==> src/rtl/alu_issue_ctrl_pkg.sv <==
// alu_issue_ctrl_pkg: ALU op codes, funct codes, aluop classes and FSM state type shared by the issue controller
package alu_issue_ctrl_pkg;
  localparam logic [3:0] OP_AND = 4'b0000, OP_OR = 4'b0001, OP_ADD = 4'b0010, OP_SUB = 4'b0110,
                         OP_SLT = 4'b0111, OP_SGE = 4'b1000, OP_SLL = 4'b1001, OP_SRL = 4'b1010,
                         OP_NOR = 4'b1100;
  localparam logic [5:0] F_SLL = 6'h00, F_SRL = 6'h02, F_ADD = 6'h20, F_SUB = 6'h22,
                         F_AND = 6'h24, F_OR = 6'h25, F_NOR = 6'h27, F_SLT = 6'h2A;
  localparam logic [1:0] AC_ADD = 2'b00, AC_SUB = 2'b01, AC_RTYPE = 2'b10, AC_SGE = 2'b11;
  typedef enum logic [1:0] {IDLE, EXEC, RESP} state_t;
endpackage

==> src/rtl/alu_issue_ctrl_if.sv <==
// alu_issue_ctrl_if: request (valid/ready, aluop, funct, shamt, src1/src2), ALU drive/return and response (valid/ready, result, zero, ovf_trap, illegal) bundle; slave = controller, master = requester/ALU side
interface alu_issue_ctrl_if;
  logic        req_valid_i, req_ready_o;
  logic [1:0]  req_aluop_i;
  logic [5:0]  req_funct_i;
  logic [4:0]  req_shamt_i;
  logic [31:0] req_src1_i, req_src2_i;
  logic [3:0]  alu_op_o;
  logic [31:0] alu_src1_o, alu_src2_o, alu_result_i;
  logic        alu_zero_i, alu_overflow_i;
  logic        rsp_valid_o, rsp_ready_i;
  logic [31:0] rsp_result_o;
  logic        rsp_zero_o, rsp_ovf_trap_o, rsp_illegal_o;
  modport slave (
    input  req_valid_i, req_aluop_i, req_funct_i, req_shamt_i, req_src1_i, req_src2_i,
           alu_result_i, alu_zero_i, alu_overflow_i, rsp_ready_i,
    output req_ready_o, alu_op_o, alu_src1_o, alu_src2_o,
           rsp_valid_o, rsp_result_o, rsp_zero_o, rsp_ovf_trap_o, rsp_illegal_o
  );
  modport master (
    output req_valid_i, req_aluop_i, req_funct_i, req_shamt_i, req_src1_i, req_src2_i,
           alu_result_i, alu_zero_i, alu_overflow_i, rsp_ready_i,
    input  req_ready_o, alu_op_o, alu_src1_o, alu_src2_o,
           rsp_valid_o, rsp_result_o, rsp_zero_o, rsp_ovf_trap_o, rsp_illegal_o
  );
endinterface

==> src/rtl/alu_issue_ctrl_decode.sv <==
// alu_op_decode: combinational aluop/funct -> ALU op code, legal flag, overflow-trap enable (shift functs legal only with ALU_ISSUE_SHIFT_EN)
module alu_op_decode
  import alu_issue_ctrl_pkg::*;
(
  input  logic [1:0] aluop,
  input  logic [5:0] funct,
  output logic [3:0] op,
  output logic       legal,
  output logic       ovf_check
);
  always_comb begin
    op = OP_ADD;
    legal = 1'b1;
    ovf_check = aluop == AC_ADD || (aluop == AC_RTYPE && funct == F_ADD);
    case (aluop)
      AC_SUB: op = OP_SUB;
      AC_SGE: op = OP_SGE;
      AC_RTYPE:
        case (funct)
          F_AND: op = OP_AND;
          F_OR:  op = OP_OR;
          F_ADD: op = OP_ADD;
          F_SUB: op = OP_SUB;
          F_SLT: op = OP_SLT;
          F_NOR: op = OP_NOR;
`ifdef ALU_ISSUE_SHIFT_EN
          F_SLL: op = OP_SLL;
          F_SRL: op = OP_SRL;
`endif
          default: legal = 1'b0;
        endcase
      default: op = OP_ADD;
    endcase
  end
endmodule

==> src/rtl/alu_issue_ctrl.sv <==
// alu_issue_ctrl: one-in-flight ALU issue FSM (clk_i, async rst_i, bus = slave request/ALU/response bundle); ALU_LAT settle cycles; shifts via ALU_ISSUE_SHIFT_EN
module alu_issue_ctrl
  import alu_issue_ctrl_pkg::*;
#(
  parameter int ALU_LAT = 1
) (
  input logic           clk_i,
  input logic           rst_i,
  alu_issue_ctrl_if.slave bus
);
  state_t state, state_nx;
  logic [3:0] cnt, dec_op;
  logic [31:0] src1_nx, src2_nx;
  logic dec_legal, dec_ovf, ovf_chk, accept;
  alu_op_decode u_dec (
    .aluop(bus.req_aluop_i),
    .funct(bus.req_funct_i),
    .op(dec_op),
    .legal(dec_legal),
    .ovf_check(dec_ovf)
  );
`ifdef ALU_ISSUE_SHIFT_EN
  logic shift;
  assign shift = dec_op == OP_SLL || dec_op == OP_SRL;
  assign src1_nx = shift ? bus.req_src2_i : bus.req_src1_i;
  assign src2_nx = shift ? {27'b0, bus.req_shamt_i} : bus.req_src2_i;
`else
  assign src1_nx = bus.req_src1_i;
  assign src2_nx = bus.req_src2_i;
`endif
  assign bus.req_ready_o = state == IDLE;
  assign bus.rsp_valid_o = state == RESP;
  assign accept = bus.req_valid_i && state == IDLE;
  always_comb begin
    state_nx = accept ? (dec_legal ? EXEC : RESP) :
               (state == EXEC && cnt == 4'd1) ? RESP :
               (state == RESP && bus.rsp_ready_i) ? IDLE : state;
  end
  always_ff @(posedge clk_i or posedge rst_i)
    if (rst_i) state <= IDLE;
    else state <= state_nx;
  // Illegal requests leave the ALU drive untouched so the previous op stays on the ALU.
  always_ff @(posedge clk_i or posedge rst_i)
    if (rst_i) begin
      cnt <= '0;
      ovf_chk <= 1'b0;
      bus.alu_op_o <= '0;
      bus.alu_src1_o <= '0;
      bus.alu_src2_o <= '0;
      bus.rsp_result_o <= '0;
      bus.rsp_zero_o <= 1'b0;
      bus.rsp_ovf_trap_o <= 1'b0;
      bus.rsp_illegal_o <= 1'b0;
    end else if (accept) begin
      ovf_chk <= dec_ovf;
      bus.rsp_illegal_o <= !dec_legal;
      bus.rsp_result_o <= '0;
      bus.rsp_zero_o <= 1'b0;
      bus.rsp_ovf_trap_o <= 1'b0;
      if (dec_legal) begin
        cnt <= 4'(ALU_LAT);
        bus.alu_op_o <= dec_op;
        bus.alu_src1_o <= src1_nx;
        bus.alu_src2_o <= src2_nx;
      end
    end else if (state == EXEC) begin
      cnt <= cnt - 4'd1;
      if (cnt == 4'd1) begin
        bus.rsp_result_o <= bus.alu_result_i;
        bus.rsp_zero_o <= bus.alu_zero_i;
        bus.rsp_ovf_trap_o <= ovf_chk & bus.alu_overflow_i;
      end
    end
endmodule

==> src/flat_wrapper.sv <==
// flat-port wrapper written by rule: the top's interface ports become plain ports
module alu_issue_ctrl_flat import alu_issue_ctrl_pkg::*;
#(
  parameter int ALU_LAT = 1
)
  (clk_i, rst_i, bus_req_valid_i, bus_req_aluop_i, bus_req_funct_i, bus_req_shamt_i, bus_req_src1_i, bus_req_src2_i, bus_alu_result_i, bus_alu_zero_i, bus_alu_overflow_i, bus_rsp_ready_i, bus_req_ready_o, bus_alu_op_o, bus_alu_src1_o, bus_alu_src2_o, bus_rsp_valid_o, bus_rsp_result_o, bus_rsp_zero_o, bus_rsp_ovf_trap_o, bus_rsp_illegal_o);
  alu_issue_ctrl_if bus_i ();
  input logic clk_i;
  input logic rst_i;
  input wire logic [$bits(bus_i.req_valid_i)-1:0] bus_req_valid_i;
  input wire logic [$bits(bus_i.req_aluop_i)-1:0] bus_req_aluop_i;
  input wire logic [$bits(bus_i.req_funct_i)-1:0] bus_req_funct_i;
  input wire logic [$bits(bus_i.req_shamt_i)-1:0] bus_req_shamt_i;
  input wire logic [$bits(bus_i.req_src1_i)-1:0] bus_req_src1_i;
  input wire logic [$bits(bus_i.req_src2_i)-1:0] bus_req_src2_i;
  input wire logic [$bits(bus_i.alu_result_i)-1:0] bus_alu_result_i;
  input wire logic [$bits(bus_i.alu_zero_i)-1:0] bus_alu_zero_i;
  input wire logic [$bits(bus_i.alu_overflow_i)-1:0] bus_alu_overflow_i;
  input wire logic [$bits(bus_i.rsp_ready_i)-1:0] bus_rsp_ready_i;
  output wire logic [$bits(bus_i.req_ready_o)-1:0] bus_req_ready_o;
  output wire logic [$bits(bus_i.alu_op_o)-1:0] bus_alu_op_o;
  output wire logic [$bits(bus_i.alu_src1_o)-1:0] bus_alu_src1_o;
  output wire logic [$bits(bus_i.alu_src2_o)-1:0] bus_alu_src2_o;
  output wire logic [$bits(bus_i.rsp_valid_o)-1:0] bus_rsp_valid_o;
  output wire logic [$bits(bus_i.rsp_result_o)-1:0] bus_rsp_result_o;
  output wire logic [$bits(bus_i.rsp_zero_o)-1:0] bus_rsp_zero_o;
  output wire logic [$bits(bus_i.rsp_ovf_trap_o)-1:0] bus_rsp_ovf_trap_o;
  output wire logic [$bits(bus_i.rsp_illegal_o)-1:0] bus_rsp_illegal_o;
  assign bus_i.req_valid_i = bus_req_valid_i;
  assign bus_i.req_aluop_i = bus_req_aluop_i;
  assign bus_i.req_funct_i = bus_req_funct_i;
  assign bus_i.req_shamt_i = bus_req_shamt_i;
  assign bus_i.req_src1_i = bus_req_src1_i;
  assign bus_i.req_src2_i = bus_req_src2_i;
  assign bus_i.alu_result_i = bus_alu_result_i;
  assign bus_i.alu_zero_i = bus_alu_zero_i;
  assign bus_i.alu_overflow_i = bus_alu_overflow_i;
  assign bus_i.rsp_ready_i = bus_rsp_ready_i;
  assign bus_req_ready_o = bus_i.req_ready_o;
  assign bus_alu_op_o = bus_i.alu_op_o;
  assign bus_alu_src1_o = bus_i.alu_src1_o;
  assign bus_alu_src2_o = bus_i.alu_src2_o;
  assign bus_rsp_valid_o = bus_i.rsp_valid_o;
  assign bus_rsp_result_o = bus_i.rsp_result_o;
  assign bus_rsp_zero_o = bus_i.rsp_zero_o;
  assign bus_rsp_ovf_trap_o = bus_i.rsp_ovf_trap_o;
  assign bus_rsp_illegal_o = bus_i.rsp_illegal_o;
  alu_issue_ctrl #(.ALU_LAT(ALU_LAT)) u_core (.clk_i(clk_i), .rst_i(rst_i), .bus(bus_i));
endmodule
==> config.mk <==
export PLATFORM = sky130hd
export DESIGN_NAME = alu_issue_ctrl_flat
export DESIGN_NICKNAME = d
export VERILOG_FILES = /design/src/rtl/alu_issue_ctrl_pkg.sv /design/src/rtl/alu_issue_ctrl_if.sv /design/src/rtl/alu_issue_ctrl_decode.sv /design/src/rtl/alu_issue_ctrl.sv /design/src/flat_wrapper.sv
export SDC_FILE = /design/constraint.sdc
export NUM_CORES = 1
export LEC_CHECK = 0
export ABC_AREA = 1
export CAP_MARGIN = 20
export CORE_UTILIZATION = 44
export DETAILED_ROUTE_END_ITERATION = 7
export PLACE_DENSITY = 0.87
export REMOVE_ABC_BUFFERS = 1
export SYNTH_ARGS = -nofsm -noshare
export SYNTH_HDL_FRONTEND = slang
export SYNTH_HIERARCHICAL = 1
export SYNTH_SLANG_ARGS = --single-unit
export TNS_END_PERCENT = 30
==> constraint.sdc <==
create_clock -name clk_i -period 6.27 [get_ports clk_i]
set_clock_uncertainty 0.05 [all_clocks]
set_input_delay 0.627 -clock clk_i [delete_from_list [all_inputs] [get_ports clk_i]]
set_output_delay 0.627 -clock clk_i [all_outputs]
set_load 0.02 [all_outputs]
* Word level (Yosys, flattened, before mapping)
Index checks and enable logic that the tools add are counted.
** Operators by class
- Add/subtract/negate cells :: 1
- Multipliers :: 0
- Div/mod/pow operators :: 0
- Order comparisons :: 0
- Equality and inequality tests :: 13
- Shift operators :: 0
- Mux-type cells :: 20
- Bitwise operators :: 1
- Reduce and logical (&&, ||, !) cells :: 15
** Operators with widths (count)
- $mux W32 :: 3
- $eq A6 B6 Y1 const B :: 6
- $pmux W4 S5 :: 1
- $mux W4 :: 3
- $pmux W4 S3 :: 1
- $mux W1 :: 8
- $mux W2 :: 4
- $eq A2 B2 Y1 const B :: 3
- $reduce_and A2 Y1 :: 3
- $reduce_or A6 Y1 :: 1
- $eq A2 B1 Y1 const B :: 2
- $eq A4 B1 Y1 const B :: 1
- $logic_and A1 B1 Y1 :: 4
- $logic_not A2 Y1 :: 2
- $reduce_bool A2 Y1 :: 2
- $sub A4 B1 Y4 const B :: 1
- $reduce_bool A3 Y1 :: 1
- $ne A2 B1 Y1 const B :: 1
- $and A1 B1 Y1 :: 1
- $logic_not A1 Y1 :: 1
- $logic_or A1 B1 Y1 :: 1
** Storage, ports and cells
- Register bits after elaboration :: 110
- Latch bits :: 0
- Memory bits (writable) :: 0
- ROM bits :: 0
- Memories :: 0

* Depth between registers and ports, before layout
Gate-level depths: netlist of the first run.
- Depth after elaboration :: 6
- Mapped depth :: 10
- Depth with buffers taken out :: 8

* By module
The synthesis of the first run kept the hierarchy.
** Modules (own cells, without submodules)
- alu_issue_ctrl :: times used 1, cells an instance 488, area an instance 4320.4 µm², sequential area each 2752.6 µm²
- alu_op_decode :: times used 1, cells an instance 30, area an instance 147.6 µm², sequential area each 0.0 µm²

* Worst setup path before layout of the first run
No wires, ideal clock.
- Path kind :: input to register
- Start point :: input port bus_req_funct_i[2]
- End point :: register u_core.bus.alu_op_o[3]
- Setup time :: 0.116 ns
- Arrival :: 1.551 ns
- Required time :: 6.104 ns
- Slack :: 4.552 ns
- Stages on the path :: 9
- Buffers on the path :: 2
- Path through :: inv_2 -> nor2_1 -> nand3_1 -> nand4_1 -> nand3_1 -> buf_2 -> buf_2 -> nand2_1 -> nand2_1
** On the way
- Cells in the longest elaborated chain, start to end :: 5
- Elaborated cells between the ends (all ways) :: 12
- Classes of those cells :: 6 x eq/ne; 4 x mux; 2 x reduce/logical
** RTL lines
- from (decl) :: line flat_wrapper.sv:12 : input wire logic [$bits(bus_i.req_funct_i)-1:0] bus_req_funct_i;
- $eq A6 B6 Y1 :: line alu_issue_ctrl_decode.sv:19 : case (funct)
- $reduce_or A6 Y1 (no line) *
- $mux W1 * :: line alu_issue_ctrl_decode.sv:19
- $mux W1 * :: line alu_issue_ctrl_decode.sv:15 : case (aluop)
- via u_core.dec_legal :: line alu_issue_ctrl.sv:14 : logic dec_legal, dec_ovf, ovf_chk, accept;
- $reduce_and A2 Y1 (no line) *
- to (signal assigned) :: line alu_issue_ctrl.sv:62 : bus.alu_op_o <= dec_op;
- to (decl) :: line alu_issue_ctrl_if.sv:17 : output req_ready_o, alu_op_o, alu_src1_o, alu_src2_o,
Mark *: on every way through the listed nets, which the timed path passes. The rest lies on a longest branch.
A chain may end at the register's enable or synchronous reset.

* Worst setup path in the final report of the first run
- Start point :: input port bus_req_funct_i[0]
- End point :: register u_core.bus.alu_src2_o[14]
** On the way
- Cells in the longest elaborated chain, start to end :: 5
- Elaborated cells between the ends (all ways) :: 10
- Classes of those cells :: 6 x eq/ne; 2 x mux; 2 x reduce/logical
** RTL lines
- $eq A6 B6 Y1 :: line alu_issue_ctrl_decode.sv:19
- $reduce_or A6 Y1 (no line) *
- $mux W1 * :: line alu_issue_ctrl_decode.sv:19
- $mux W1 * :: line alu_issue_ctrl_decode.sv:15
- via u_core.dec_legal :: line alu_issue_ctrl.sv:14
- $reduce_and A2 Y1 (no line) *
- to (signal assigned) :: line alu_issue_ctrl.sv:64 : bus.alu_src2_o <= src2_nx;
- to (decl) :: line alu_issue_ctrl_if.sv:17
Marks and branches as above.

==> flow_summary.yaml, run 1 <==
synth:
  synth.most_common_cell: "nand2_1"
  netlist_instances: 518
  synth_seq_area_share: 0.6161
  netlist_area_um2: 4468
  yosysWarnings: 6
  synth-async-reset-ratio: 1.000
  ys.flop_type: "dfrtp_1"
  synth_edf_count: 0
  synth.top_cells.by_count: "nand2_1, dfrtp_1, nand3_1, buf_2, inv_1"
  synth_top_area_frac: 0.6161
  synth_area_leaders: "dfrtp_1, nand2_1, nand3_1, buf_2, buf_4"
  yosys_register_bits: 110
  synth.avg_cell_area_um2: 8.626
  yosys.area.top_type: "dfrtp_1"
  ys_types: 21
cells_and_area:
  layout-drive-gt1-share: 0.04127
  final_core_util: 0.7001
  syn_to_final_growth_pct: 53.85
  fillCellCount: 752
  antenna_cells: 0
  num-nets-final: 839
worst_setup_path:
  crit_fanout: 74
  crit_path_end_kind: "flip-flop"
  r2r_slack_ns: 4.24
  rr_endpoint: "u_core/bus.alu_src2_o[14]"
  critPathKind: "input port to flip-flop"
  crit_path_cell_trace: "clkdlybuf4s50_1 -> inv_1 -> nand2_1 -> nand3_1 -> nand4_1 -> nand3_2 -> buf_4 -> inv_2 -> buf_12 -> nand2_1 -> nand2_1"
  regToRegStartpoint: "u_core/state[1]"
  critPathArrivalTime_ns: 2.94
  crit_end: "u_core/bus.alu_src2_o[14]"
  crit_path_top_delay_cell: "buf_4"
  cp_common_cell: "nand2_1"
  startpoint: "bus_req_funct_i[0]"
  cp-start-kind: "input port"
  crit_path_max_incr_delay_ns: 0.59
  r2r_cells: 7
  required_ns: 6.49
drt:
  post_drt_wl_per_cell_um: 14.37
  drc: 0
  routed_wirelength_um: 12360
  drt_iter0_drc: 126
  drt-pass1-iter-count: 4
  drtAntennaViolNets: 0
  vias_per_cell: 4.824
  vias: 4149
floorplan:
  dieArea_um2: 10560
  rows: 36
  die_y_um: 102.8
  ios: 220
  initial_utilization: 0.4550
  coreArea_um2: 9819
  chipWidth_um: 102.8
cts:
  cts-root-buf: "clkbuf_8"
  cts.path.max_buffers: 2
  clk_pin_slew_ns: 0.10
  cts_inserted_buffers: 9
  cts_tree: "yes"
  clock-sinks: 110
  cts_hold_buf: 0
  clk_latency_ns: 0.37
  htree_levels: 3
  cts_resized: 0
  cts_setup_buffers: 0
grt:
  grt_pass1_wl_um: 18920
  grt_pass1_vias: 4068
  grt_overflow: 0
  antenna_found_initial: 0
  grt_usage: 0.2354
  grt_max_degree: 75
timing:
  setup_viol: 0
  tns_ns: 0
  fmax_mhz: 367.1
  slew_violations: 0
  hold_slack_ns: 0.4343
  min_period_ns: 2.724
  fin_crit_sh: 0.4345
  tightest_slew_ns: 0.7426
  rsz0062_at_grt: "no"
  slew_headroom: 0.5049
  hold_violations: 0
run_status:
  status: "complete, no violations"
hold_path:
  hold_start: "u_core/bus.alu_src2_o[24]"
  hp-class: "flip-flop to flip-flop"
job:
  maxCapViolCount: 0
power:
  p_leak_nw: 3.501
  max-vdd-ir-drop_v: 0.0001059
  cellPowerDensity_nw_per_um2: 172.6
place:
  place_congestion: 0.7627
  port_buffers: 214
  dp_hpwl_um: 8750
-- final cells by class --
class                   instances  area [µm²]  area share
clock buffers                  13       148.9     0.02166
clock inverters                 3       20.02    0.002912
inverters                      15       58.81    0.008555
multi-input cells             368        1523      0.2215
flip-flops and latches        110        2753      0.4004
well taps                     133       166.4     0.02421
repair buffers                218        2205      0.3207
-- worst max-delay path: cells and delay by family --
family                 cells  cell delay (ns)
and+or+nand+nor            6             0.59
buffers and inverters      5             1.64
-- cell families after synthesis --
kind of cell               Yosys count  synth area share
DFF                                110            0.6161
adders and majority gates            2          0.005600
buffers and inverters               40           0.04425
and+or+nand+nor                    360            0.3274
AOI/OAI and AO/OA                    6          0.006721
-- sequential cells by signal, indices dropped and copies added (netlist names) --
signal and count:
u_core/cnt 4, u_core/ovf_chk 1, u_core/bus.alu_src2_o 32, u_core/bus.rsp_zero_o 1, u_core/bus.rsp_ovf_trap_o 1, u_core/bus.alu_op_o 4, u_core/bus.rsp_illegal_o 1, u_core/state 2
u_core/bus.alu_src1_o 32, u_core/bus.rsp_result_o 32
-- cell usage in the layout (no fill, tap or decap), drive strengths merged --
cell and instances:
nand3b 1, nand3 44, buf 4, clkinv 1, clkinvlp 2, nand2 296
dfrtp 110, ha 2, or2 1, inv 15, clkbuf 13, nor2 14
clkdlybuf4s50 214, nand4 3, a21oi 4, o21ai 2, and2 1
-- layer usage --
metal | share of wire | routed length, µm | GRT usage | vias up
li1 | - | - | - | 1988
met1 | 0.39 | 4796 | 0.2615 | 1932
met2 | 0.47 | 5861 | 0.3969 | 195
met3 | 0.11 | 1348 | 0.09153 | 34
met4 | 0.028 | 349 | 0.1138 | 0
met5 | 0 | 0 | 0 | -
-- worst min-delay path by stage --
stage                                     end  slack [ns]  depth (start not counted)
floorplan                      u_core/ovf_chk        0.40                          2
global placement    u_core/bus.alu_src2_o[13]        0.41                          2
detailed placement  u_core/bus.alu_src1_o[31]        0.41                          2
CTS                 u_core/bus.alu_src1_o[31]        0.44                          2
global route         u_core/bus.alu_src1_o[5]        0.46                          2
finish              u_core/bus.alu_src2_o[24]        0.43                          2
-- where the power goes --
part           switching (mW)  total, mW  internal (mW)  leakage (nW)
Sequential                  0      0.709          0.709          1.52
Combinational          0.0297     0.0913         0.0616          1.90
Clock                   0.230      0.386          0.156        0.0796
Total                   0.260       1.19          0.926          3.50
-- per-stage QoR --
stage	power (mW)	cells	worst slack, ns	instance area [µm²]
final	1.186	860	3.546	6874
after global routing	1.242	860	3.416	6874
after CTS	1.201	859	3.181	6854
after detailed placement	0.8150	843	2.781	6685
after global placement	0.8130	842	2.928	6658
after floorplan	0.7389	493	2.535	4327
No activity file was read; power rests on OpenSTA's default activity.
==> run 2, diff against run 1 <==
Settings changed: CORE_UTILIZATION 44 to 40, PLACE_DENSITY 0.87 to 0.81.
Clock period 6.27 ns to 2.6 ns, I/O delays scaled along.
==> flow_summary.yaml, run 2 (same netlist as run 1, synthesis figures left out) <==
timing:
  slew_headroom: 0.6187
  rsz0062_at_grt: "no"
  tns_ns: 0
  fin_crit_sh: 0.7681
  hold_slack_ns: 0.3456
  slew_violations: 0
  fmax_mhz: 500.8
  min_period_ns: 1.997
  tightest_slew_ns: 0.5719
  setup_viol: 0
  hold_violations: 0
floorplan:
  die_y_um: 107.7
  rows: 38
  initial_utilization: 0.4122
  coreArea_um2: 10840
  dieArea_um2: 11600
  chipWidth_um: 107.7
  ios: 220
cts:
  clk_pin_slew_ns: 0.11
  cts_inserted_buffers: 9
  cts_hold_buf: 0
  clk_latency_ns: 0.36
  cts-root-buf: "clkbuf_8"
  clock-sinks: 110
  cts.path.max_buffers: 2
  cts_setup_buffers: 0
  cts_tree: "yes"
  htree_levels: 3
  cts_resized: 0
worst_setup_path:
  crit_path_end_kind: "flip-flop"
  crit_cells: 5
  crit_fanout: 36
  critPathArrivalTime_ns: 2.16
  crit_path_cell_trace: "inv_1 -> ha_1 -> nand3_4 -> inv_2 -> o21ai_0"
  worst-path-buf-inv: 2
  crit_path_max_incr_delay_ns: 0.58
  critPathKind: "flip-flop to flip-flop"
  crit_path_top_delay_cell: "inv_2"
  cp-start-kind: "flip-flop"
  r2r_cells: 5
  required_ns: 2.77
  critPathTopFamily: "buffers and inverters"
power:
  max-vdd-ir-drop_v: 0.0002609
  power_switching_uw: 650.9
  pwr-share-seq: 0.584
  p_comb_frac: 0.076
  swShare: 0.2223
  cellPowerDensity_nw_per_um2: 422.7
  p_leak_nw: 3.524
  clkPwrFrac: 0.340
  intPower_mw: 2.277
cells_and_area:
  biggestRegsByFlops: "u_core/bus.alu_src1_o: 32 flops, u_core/bus.alu_src2_o: 32 flops, u_core/bus.rsp_result_o: 32 flops"
  layout-drive-gt1-share: 0.04664
  syn_to_final_growth_pct: 55.00
  antenna_cells: 0
  final_cell_mix: "nand2_1, clkdlybuf4s50_1, dfrtp_1"
  final_core_util: 0.6389
  layout_commonest_cell: "nand2_1"
  num-nets-final: 841
  fillCellCount: 859
grt:
  grt_overflow: 0
  grt_usage: 0.2066
  antenna_found_initial: 0
  grt_pass1_wl_um: 18910
  grt_pass1_vias: 3996
  grt_max_degree: 111
drt:
  vias_per_cell: 4.693
  drtAntennaViolNets: 0
  vias: 4078
  post_drt_wl_per_cell_um: 13.66
  routed_wirelength_um: 11870
  drt_iter0_drc: 259
  drt-pass1-iter-count: 4
  drc: 0
place:
  place_congestion: 0.8582
  port_buffers: 214
  dp_hpwl_um: 8452
job:
  maxCapViolCount: 0
run_status:
  status: "complete, no violations"
hold_path:
  hp-class: "input port to asynchronous set/reset pin"
==> run 2: power by group through the flow <==
| stage | combinational [mW] | clock [mW] | sequential, mW |
|---|---|---|---|
| 4_1_cts | 0.225 | 1.03 | 1.71 |
| 6_report | 0.222 | 0.996 | 1.71 |
| 3_5_place_dp | 0.224 | 0 | 1.74 |
| 5_1_grt | 0.241 | 1.09 | 1.71 |
| 2_1_floorplan | 0.0383 | 0 | 1.74 |
| 3_3_place_gp | 0.220 | 0 | 1.74 |
==> run 2: stage by stage <==
step           worst slack, ns  total power [mW]  instance area, µm²  cells
2_1_floorplan          -0.8798             1.782                4327    493
3_3_place_gp            0.6331             1.963                6734    853
3_5_place_dp            0.5672             1.967                6734    853
4_1_cts                 0.5754             2.967                6925    869
5_1_grt                 0.3975             3.045                6925    869
6_report                0.6030             2.928                6925    869
==> run 2: cell type report <==
| cell class | instances | area (µm²) | share of cell area |
|---|---|---|---|
| clock buffer | 12 | 155.1 | 0.02240 |
| clock inverter | 4 | 36.28 | 0.005239 |
| inverter | 15 | 58.81 | 0.008491 |
| multi-input combinational | 368 | 1523 | 0.2199 |
| sequential | 110 | 2753 | 0.3975 |
| tap | 140 | 175.2 | 0.02529 |
| timing repair buffer | 220 | 2225 | 0.3212 |
==> run 2: final timing paths <==
check                                     startpoint                           to  slack, ns
max                                    u_core/cnt[1]              u_core/state[0]       0.60
min                                            rst_i     u_core/bus.alu_src1_o[8]       0.35
max reg2reg                            u_core/cnt[1]              u_core/state[0]       0.60
min reg2reg                u_core/bus.alu_src1_o[27]    u_core/bus.alu_src1_o[27]       0.44
max in group asynchronous                      rst_i  u_core/bus.rsp_result_o[30]       1.71
min in group clk_i              bus_alu_result_i[10]  u_core/bus.rsp_result_o[10]       0.37
==> run 2: routing by layer <==
metal  wire length [µm]  global-route usage  up-vias
met5                  0                   0        -
met4                162             0.06360        0
met3               1051             0.05811       15
met2               5830              0.3521      178
met1               4827              0.2533     1889
li1                   -                   -     1996
==> run 2: tightest hold or removal path: cells and delay by family <==
| kind | cells | cell delay [ns] |
|---|---|---|
| buffers and inverters | 3 | 0.96 |
==> run 3, diff against run 2 <==
Clock period 2.6 ns to 1.96 ns, I/O delays scaled along.
==> flow_summary.yaml, run 3 (same netlist as run 1, synthesis figures left out) <==
run_status:
  status: "complete, no violations"
cts:
  clk_pin_slew_ns: 0.10
  clock-sinks: 110
  cts_inserted_buffers: 9
  htree_levels: 3
  cts_tree: "yes"
  cts-root-buf: "clkbuf_8"
  cts.path.max_buffers: 2
  cts_hold_buf: 0
  clk_latency_ns: 0.35
  cts_setup_buffers: 0
power:
  p_leak_nw: 3.614
  max-vdd-ir-drop_v: 0.0004168
  cellPowerDensity_nw_per_um2: 581.7
worst_setup_path:
  crit_path_top_delay_cell: "clkdlybuf4s50_1"
  startpoint: "u_core/bus.alu_src1_o[13]"
  required_ns: 1.71
  r2r_slack_ns: 0.42
  rr_endpoint: "u_core/bus.rsp_result_o[23]"
  cp-start-kind: "flip-flop"
  crit_end: "bus_alu_src1_o[13]"
  crit_fanout: 2
  crit_path_max_incr_delay_ns: 0.62
  critPathKind: "flip-flop to output port"
  crit_path_end_kind: "output port"
  worst-path-buf-inv: 1
  crit_path_cell_trace: "clkdlybuf4s50_1"
  regToRegStartpoint: "u_core/cnt[1]"
  critPathArrivalTime_ns: 1.36
  critPathTopFamily: "buffers and inverters"
  crit_cells: 1
  r2r_cells: 6
floorplan:
  rows: 38
  dieArea_um2: 11600
  ios: 220
  die_y_um: 107.7
  coreArea_um2: 10840
  chipWidth_um: 107.7
  initial_utilization: 0.4122
cells_and_area:
  layout_commonest_cell: "nand2_1"
  num-nets-final: 844
  layout-drive-gt1-share: 0.05191
  seqCellArea_um2: 2753
  finalNonFillerCells: 872
  final_cell_mix: "nand2_1, clkdlybuf4s50_1, dfrtp_1"
  biggestRegsByFlops: "u_core/bus.alu_src1_o: 32 flops, u_core/bus.alu_src2_o: 32 flops, u_core/bus.rsp_result_o: 32 flops"
  syn_to_final_growth_pct: 57.38
  finalInstanceArea_um2: 7032
  fillCellCount: 906
  antenna_cells: 0
  final_core_util: 0.6487
  multi_input_area_um2: 1523
grt:
  grt_pass1_vias: 4086
  grtUsageMet2: 0.3745
  grt_overflow: 0
  grt_use_met1: 0.2507
  grt_usage: 0.2123
  use_met3: 0.05508
  antenna_found_initial: 0
  grt_max_degree: 74
  grt_pass1_wl_um: 19380
  grt.busiest_layer: "met2"
timing:
  hold_slack_ns: 0.1618
  slew_headroom: 0.6291
  slew_violations: 0
  hold_violations: 0
  layout_setup_ws_ns: 0.3580
  rsz0062_at_grt: "no"
  fin_crit_sh: 0.8174
  min_period_ns: 1.602
  setup_viol: 0
  fmax_mhz: 624.2
  tightest_slew_ns: 0.5556
drt:
  drc: 0
  vias: 4141
  drt_iter0_drc: 321
  drt-pass1-iter-count: 4
  drtAntennaViolNets: 0
  routed_wirelength_um: 11920
  post_drt_wl_per_cell_um: 13.67
  vias_per_cell: 4.749
hold_path:
  hp-class: "input port to asynchronous set/reset pin"
place:
  dpl_worst_slack_ns: 0.008720
  placed_area_um2: 6794
  port_buffers: 214
  dp_hpwl_um: 8704
  place_inst: 856
  place_congestion: 0.8682
job:
  maxCapViolCount: 0
==> run 3: area by class of cell <==
type	count	area share
inverters	15	0.008363
well taps	140	0.02491
multi-input cells	368	0.2165
repair buffers	223	0.3256
flip-flops and latches	110	0.3915
clock buffers	11	0.02153
clock inverters	5	0.01157
==> run 3: routing by layer <==
metal	up-vias	wire, µm	share of wire
met2	163	5924	0.50
met1	1953	4773	0.40
met3	19	1041	0.087
met5	-	0	0
met4	0	180	0.015
li1	2006	-	-
==> run 3: worst min-delay path by stage <==
| stage | endpoint | slack, ns |
|---|---|---|
| after floorplan | u_core/bus.alu_src1_o[0] | 0.26 |
| after global placement | u_core/bus.alu_src2_o[22] | 0.41 |
| after detailed placement | u_core/bus.alu_src2_o[10] | 0.41 |
| after CTS | u_core/bus.alu_src2_o[23] | 0.15 |
| after global routing | u_core/bus.alu_src2_o[23] | 0.16 |
| final | u_core/bus.alu_src2_o[23] | 0.16 |
==> run 3: metrics by stage <==
step	total power, mW	setup TNS [ns]
after global placement	2.614	0
final	4.091	0
after global routing	4.261	0
after floorplan	2.364	-237.06
after CTS	4.147	0
after detailed placement	2.618	0
==> run 3: repair_timing <==
action | in CTS | in global routing
endpoints found under the setup margin | 0 | 2
resized for setup | 0 | 2
hold endpoints to repair | 0 | 0
==> run 3: where the power goes <==
part | internal (mW) | switching, mW
combinational | 0.206 | 0.0971
clock | 0.790 | 0.730
sequential | 2.27 | 0
